$ cat src/rtl/ps2_host_tx.sv
// -----------------------------------------------------------------------------
// ps2_host_tx
// Host-to-device transmitter for a PS/2 port. A one-cycle tx_start sends one
// command byte: the host inhibits the bus by holding CLK low, issues a request
// to send (DAT low, then CLK released), shifts out data/parity/stop on the
// device-generated falling CLK edges, checks the device ACK and waits for the
// bus to return idle.
//
// Parameters
//   INHIBIT_CYCLES  CLK hold-low time before the request, in clock cycles
//   TIMEOUT_CYCLES  watchdog limit counted from entry into DATA
//
// Ports
//   clock                 single rising-edge clock
//   rst_n                 asynchronous active-low reset
//   tx_data[7:0]          byte to send
//   tx_start              one-cycle send request, honoured only when idle
//   busy                  high while a transfer is in progress
//   done                  one-cycle pulse on a successful (acknowledged) transfer
//   error                 one-cycle pulse on an aborted transfer
//   ps2_clk_i/ps2_dat_i   raw pad levels
//   ps2_clk_oe/ps2_dat_oe open-drain pull-down enables (1 = drive low)
//
// Build option
//   PS2_TX_TIMEOUT_EN     when defined, a transfer that has not finished
//                         TIMEOUT_CYCLES after entering DATA aborts with error.
//                         Without it a stalled device keeps busy high until
//                         reset.
// -----------------------------------------------------------------------------
module ps2_host_tx #(
  parameter int INHIBIT_CYCLES = 5000,
  parameter int TIMEOUT_CYCLES = 750000
) (
  input  logic       clock,
  input  logic       rst_n,
  input  logic [7:0] tx_data,
  input  logic       tx_start,
  output logic       busy,
  output logic       done,
  output logic       error,
  input  logic       ps2_clk_i,
  input  logic       ps2_dat_i,
  output logic       ps2_clk_oe,
  output logic       ps2_dat_oe
);

  // One counter serves the inhibit time, the request time and the watchdog,
  // so it is sized for the largest of them.
  localparam int CNT_MAX = (INHIBIT_CYCLES > TIMEOUT_CYCLES) ? INHIBIT_CYCLES : TIMEOUT_CYCLES;
  localparam int CNT_W   = $clog2(CNT_MAX + 16) + 1;

  localparam logic [CNT_W-1:0] INHIBIT_LAST = CNT_W'(INHIBIT_CYCLES - 1);
  localparam logic [CNT_W-1:0] REQ_LAST     = CNT_W'(15);

  typedef enum logic [2:0] {
    S_IDLE    = 3'd0,
    S_INHIBIT = 3'd1,
    S_REQ     = 3'd2,
    S_DATA    = 3'd3,
    S_ACK     = 3'd4,
    S_RELEASE = 3'd5
  } state_t;

  // Odd parity: the parity bit makes the total count of ones odd.
  function automatic logic odd_parity(input logic [7:0] d);
    return ~^d;
  endfunction

  state_t           r_state;
  logic [CNT_W-1:0] r_cnt;
  logic [3:0]       r_idx;
  logic [10:0]      r_frame;
  logic             r_clk_oe;
  logic             r_dat_oe;
  logic             r_done;
  logic             r_error;

  logic             r_clk_meta;
  logic             r_clk_sync;
  logic             r_clk_prev;
  logic             r_dat_meta;
  logic             r_dat_sync;

  state_t           w_state_nx;
  logic [CNT_W-1:0] w_cnt_nx;
  logic [3:0]       w_idx_nx;
  logic [10:0]      w_frame_nx;
  logic             w_clk_oe_nx;
  logic             w_dat_oe_nx;
  logic             w_done_nx;
  logic             w_error_nx;
  logic             w_fall;
  logic             w_wd_hit;
  logic [CNT_W-1:0] w_wd_step;

  assign w_fall = r_clk_prev & ~r_clk_sync;

`ifdef PS2_TX_TIMEOUT_EN
  localparam logic [CNT_W-1:0] WD_LAST = CNT_W'(TIMEOUT_CYCLES - 1);
  logic w_in_xfer;
  // The counter is cleared on entry into DATA and keeps running through ACK
  // and RELEASE, so the limit is measured from DATA entry.
  assign w_in_xfer = (r_state == S_DATA) || (r_state == S_ACK) || (r_state == S_RELEASE);
  assign w_wd_hit  = w_in_xfer && (r_cnt == WD_LAST);
  assign w_wd_step = {{(CNT_W-1){1'b0}}, w_in_xfer};
`else
  assign w_wd_hit  = 1'b0;
  assign w_wd_step = '0;
`endif

  assign busy       = (r_state != S_IDLE);
  assign done       = r_done;
  assign error      = r_error;
  assign ps2_clk_oe = r_clk_oe;
  assign ps2_dat_oe = r_dat_oe;

  // Two-flop synchronizers on the pads plus a delayed CLK copy for edge detect.
  always_ff @(posedge clock or negedge rst_n) begin
    if (!rst_n) begin
      r_clk_meta <= 1'b1;
      r_clk_sync <= 1'b1;
      r_clk_prev <= 1'b1;
      r_dat_meta <= 1'b1;
      r_dat_sync <= 1'b1;
    end else begin
      r_clk_meta <= ps2_clk_i;
      r_clk_sync <= r_clk_meta;
      r_clk_prev <= r_clk_sync;
      r_dat_meta <= ps2_dat_i;
      r_dat_sync <= r_dat_meta;
    end
  end

  // State, datapath and registered outputs.
  always_ff @(posedge clock or negedge rst_n) begin
    if (!rst_n) begin
      r_state  <= S_IDLE;
      r_cnt    <= '0;
      r_idx    <= 4'd0;
      r_frame  <= 11'd0;
      r_clk_oe <= 1'b0;
      r_dat_oe <= 1'b0;
      r_done   <= 1'b0;
      r_error  <= 1'b0;
    end else begin
      r_state  <= w_state_nx;
      r_cnt    <= w_cnt_nx;
      r_idx    <= w_idx_nx;
      r_frame  <= w_frame_nx;
      r_clk_oe <= w_clk_oe_nx;
      r_dat_oe <= w_dat_oe_nx;
      r_done   <= w_done_nx;
      r_error  <= w_error_nx;
    end
  end

  // Next-state and next-output logic; outputs are computed one cycle ahead so
  // they change together with the state register.
  always_comb begin
    w_state_nx  = r_state;
    w_cnt_nx    = r_cnt;
    w_idx_nx    = r_idx;
    w_frame_nx  = r_frame;
    w_clk_oe_nx = r_clk_oe;
    w_dat_oe_nx = r_dat_oe;
    w_done_nx   = 1'b0;
    w_error_nx  = 1'b0;

    case (r_state)
      S_IDLE: begin
        w_clk_oe_nx = 1'b0;
        w_dat_oe_nx = 1'b0;
        w_idx_nx    = 4'd0;
        w_cnt_nx    = '0;
        // A start coinciding with the done/error pulse of the previous
        // transfer is dropped.
        if (tx_start && !r_done && !r_error) begin
          w_frame_nx  = {1'b1, odd_parity(tx_data), tx_data, 1'b0};
          w_clk_oe_nx = 1'b1;
          w_state_nx  = S_INHIBIT;
        end else begin
          w_state_nx  = S_IDLE;
        end
      end

      S_INHIBIT: begin
        w_clk_oe_nx = 1'b1;
        if (r_cnt == INHIBIT_LAST) begin
          w_cnt_nx    = '0;
          w_dat_oe_nx = ~r_frame[0];
          w_state_nx  = S_REQ;
        end else begin
          w_cnt_nx    = r_cnt + 1'b1;
        end
      end

      S_REQ: begin
        if (r_cnt == REQ_LAST) begin
          w_clk_oe_nx = 1'b0;
          w_cnt_nx    = '0;
          w_idx_nx    = 4'd0;
          w_state_nx  = S_DATA;
        end else begin
          w_cnt_nx    = r_cnt + 1'b1;
        end
      end

      S_DATA: begin
        w_clk_oe_nx = 1'b0;
        // Falling edge k (1..10) puts frame bit k on DAT; edge 10 is the stop
        // bit, which releases the line.
        if (w_fall) begin
          w_dat_oe_nx = ~r_frame[r_idx + 4'd1];
          if (r_idx == 4'd9) begin
            w_idx_nx   = 4'd0;
            w_state_nx = S_ACK;
          end else begin
            w_idx_nx   = r_idx + 4'd1;
          end
        end else begin
          w_state_nx = S_DATA;
        end
      end

      S_ACK: begin
        if (w_fall) begin
          if (!r_dat_sync) begin
            w_state_nx  = S_RELEASE;
          end else begin
            w_error_nx  = 1'b1;
            w_clk_oe_nx = 1'b0;
            w_dat_oe_nx = 1'b0;
            w_state_nx  = S_IDLE;
          end
        end else begin
          w_state_nx = S_ACK;
        end
      end

      S_RELEASE: begin
        if (r_clk_sync && r_dat_sync) begin
          w_done_nx  = 1'b1;
          w_state_nx = S_IDLE;
        end else begin
          w_state_nx = S_RELEASE;
        end
      end

      default: begin
        w_clk_oe_nx = 1'b0;
        w_dat_oe_nx = 1'b0;
        w_state_nx  = S_IDLE;
      end
    endcase

    // Watchdog abort overrides whatever the state logic chose this cycle.
    if (w_wd_hit) begin
      w_state_nx  = S_IDLE;
      w_clk_oe_nx = 1'b0;
      w_dat_oe_nx = 1'b0;
      w_done_nx   = 1'b0;
      w_error_nx  = 1'b1;
      w_cnt_nx    = '0;
      w_idx_nx    = 4'd0;
    end else begin
      w_cnt_nx    = w_cnt_nx + w_wd_step;
    end
  end

endmodule

$ cat config.mk
export PLATFORM = sky130hd
export DESIGN_NAME = ps2_host_tx
export DESIGN_NICKNAME = d
export VERILOG_FILES = /design/src/rtl/ps2_host_tx.sv
export SDC_FILE = /design/constraint.sdc
export NUM_CORES = 1
export LEC_CHECK = 0
export CORE_MARGIN = 10
export CORE_UTILIZATION = 45
export DETAILED_ROUTE_END_ITERATION = 12
export PLACE_DENSITY = 0.66
export SYNTH_ARGS = -nofsm -noshare
export SYNTH_HDL_FRONTEND = slang
export SYNTH_SLANG_ARGS = --single-unit
$ cat constraint.sdc
create_clock -name clock -period 2.95 [get_ports clock]
set_input_delay 0.295 -clock clock [delete_from_list [all_inputs] [get_ports clock]]
set_output_delay 0.295 -clock clock [all_outputs]
set_load 0.05 [all_outputs]
==> summary by stage <==
Timing
The shortest period the worst path allows is 2.35 ns. Setup repair after global routing left no endpoint under its margin. The final count of pins violating max slew came to 0. The pin slew with the least headroom to its limit is 1.06 ns.

The worst pin sits at a relative slew slack of 29.1%. Setup violations remaining at the end of the flow were counted as 0. The final-report hold violation count came to 0. The maximum clock frequency is 0.425 GHz. The accumulated negative setup slack is 0 ns. After layout, the worst path uses roughly 80% of the clock period. Clock skew on the completed layout was measured at approximately 0.016 ns.

Routing
The average vias per placed instance is 5.80. Summing over every cut layer, the via total after detailed routing is roughly 2200. Summed over all layers, the routed wires come to 5910 um. The total iterations of the first detailed-routing run is 4.

In the final routed layout, each cell accounts on average for 15.6 um. The detailed router finished its first iteration with 98 violations. The post-route DRC violation count is 0. The remaining number of nets flagged by the antenna check after routing is 0.

Clock tree
The number of clock buffers added by TritonCTS is 5. TritonCTS built the clock tree. The clock tree synthesis step divided the H-tree into 2 levels. The number of hold buffers added after CTS was 0. After clock tree synthesis, the clock-pin slew on the worst setup and hold paths is 0.10 ns. The clock reaches the later pin of the worst-skew pair after 0.30 ns.

The clock net sink count is 47. The root buffer cell is clkbuf_8. After clock tree synthesis, the repair step resized 0 gates. The maximum number of buffers from clock root to sink is 2. Buffers added to address setup during post-CTS repair amount to 0.

Global route
The initial antenna violation count was 0. The total grt overflow is 0. The first global-routing pass estimated 9990 um of wire.

Entering global routing, the biggest net connects 48 pins. The total routing usage reported by global routing is 12.2%. The number of global-route vias before repair is 2093.

Power
Across the VDD grid, the largest voltage drop is 0.193 mV. Summed over all cells, the static leakage comes to about 0.0013 uW. The power density over the cells is 382 mW/mm2.

Worst setup path
The required arrival time at the worst endpoint is 2.65 ns. The register-to-register path setup slack is around 0.81 ns. The worst-case reg-to-reg path depth is 4. The kind of end point of the critical path is a primary output. At the worst endpoint, the arrival time is 2.06 ns. Of all nets on the critical path, the largest fanout is 16. The setup path with the least slack is of type flop to primary output. The worst reg2reg path endpoint is ps2_clk_oe. The critical path ends at busy. Tracing the worst setup path back leads to its startpoint at r_state[0]. The startpoint of the most critical register-to-register path is r_state[0].

The startpoint class of the critical path is a flop.

Die
The placeable core area is 0.00589 mm2. The number of rows created at floorplan is 28. The total die area is between 0.009 and 0.01 mm2. In this run the vertical extent of the chip is 97.6 um. For this configuration, the core starts out at a cell density of 46.1%. The width of the chip is 97.6 um. The number of placed I/O pins is 18.

Cells and area
The number of antenna diodes in the final layout is 0. The final net count is 318. Once layout is done, the placed cells without fillers occupy 0.00303 mm2. In the final layout, the share of cells above drive strength 1 is 12.2%. The area overhead of the layout relative to synthesis is 11.9%.

Logic synthesis
The synthesized design contains 0 enable-type register cells. The post-synthesis area per instance is ~9.4 um2. The sequential cell area fraction in the yosys report is 43.6%. The share of async-settable or async-resettable flops after synthesis is 100%.

The synthesized design spends more area on one cell type than any other, namely dfrtp_1. Ranked by instance count, the synthesized netlist is headed by nand2_1, dfrtp_1, nor2_1. The number of warnings reported in the yosys synthesis log is 0. Synthesis inferred 47 register bits. The mapped netlist covers around 0.0027 mm2. The synthesized instance count is around 290. The predominant post-synthesis flop cell is dfrtp_1. The fraction of post-synthesis cell area in the top cell type by area is 38.8%.

Sorting the synthesized cells by area gives the leading types as dfrtp_1, nand2_1, dfstp_2. The total nets after synthesis is 305. Yosys mapped the design onto 50 distinct sky130hd cell types. In the post-synthesis netlist, the cell with the most instances is nand2_1.

Job
The tool flagged a number of max-cap violations equal to 0.

Placement
In this run the tool buffered the top-level ports with 17 buffer cells. The last weighted congestion value of the routability-driven placer is 0.867. The detailed placement HPWL is just over 4000 um. The total cell area at the placement stage is 0.00293 mm2.

Hold path
The type of the worst min-delay path is primary input to async pin.

Status
The flow ran to the end, and the final reports show no timing, DRC or antenna violations.
## report_power, final
| part | switching [uW] | internal, uW | leakage (uW) |
|---|---|---|---|
| clock network | 228 | 192 | 0.0000474 |
| logic | 33.4 | 37.8 | 0.000651 |
| registers | 7.62 | 659 | 0.000603 |
| total | 269 | 889 | 0.00130 |
## worst min path at each step
| stage | start | end | cells past startpoint |
|---|---|---|---|
| after floorplan | rst_n | done | 0 |
| after global placement | r_dat_meta | r_dat_sync | 0 |
| after detailed placement | r_clk_meta | r_clk_sync | 0 |
| after CTS | rst_n | r_frame[7] | 1 |
| after global routing | rst_n | ps2_dat_oe | 1 |
| final | rst_n | r_frame[7] | 1 |
## kinds of logic after synthesis
group                    count (synthesis)  share of synthesized area [%]
multiplexers                            12                           6.32
XOR/XNOR                                12                           3.88
AO/OA/AOI/OAI                           71                           17.9
buffers and inverters                   23                           3.69
AND/OR/NAND/NOR                        121                           23.2
adder cells (fa/ha/maj)                  3                           1.38
flip-flops                              47                           43.6
## layer usage
| layer | global-route usage (%) | vias to the layer above | share of wire (%) |
|---|---|---|---|
| li1 | - | 1074 | - |
| met1 | 15.4 | 1069 | 48 |
| met2 | 20.2 | 42 | 47 |
| met3 | 2.06 | 8 | 3.0 |
| met4 | 4.70 | 0 | 1.7 |
| met5 | 0 | - | 0 |
## flip-flops by register name, indices dropped and copies added, names as in the netlist, 3 cells and up
signal / flops
r_frame: 10
r_cnt: 21
r_idx: 4
r_state: 3
## cells in the final DEF (no fill, tap or decap), drive strengths merged, types with 9 or more instances in the layout
cell type,n
a21oi,10
clkdlybuf4s50,16
dfrtp,42
mux2,10
nand2,47
nor2,14
o211ai,9
o21ai,12
o22ai,12
## through the flow
step	utilization [%]	total power [uW]	cells	setup WS (ns)	hold slack (ns)
finish	51.5	1160	378	0.595	0.181
global route	51.5	1210	378	0.553	0.264
CTS	51.5	1180	378	0.595	0.216
detailed placement	49.9	752	370	0.856	0.348
global placement	49.9	751	370	0.886	0.345
floorplan	-	713	289	0.935	-0.000591
## cell type report
cell class	instances	area (um2)
fillers	546	2850
multi-input cells	219	1430
flip-flops and latches	47	1180
repair buffers	22	203
well taps	75	93.8
clock buffers	6	82.6
inverters	7	26.3
clock inverters	2	16.3
## worst max-delay path: stages, from the launching register on
cell and delay [ns]:
dfrtp_1 0.57, or3_4 0.47, clkdlybuf4s50_1 0.72
(Power assumes the default switching activity.)
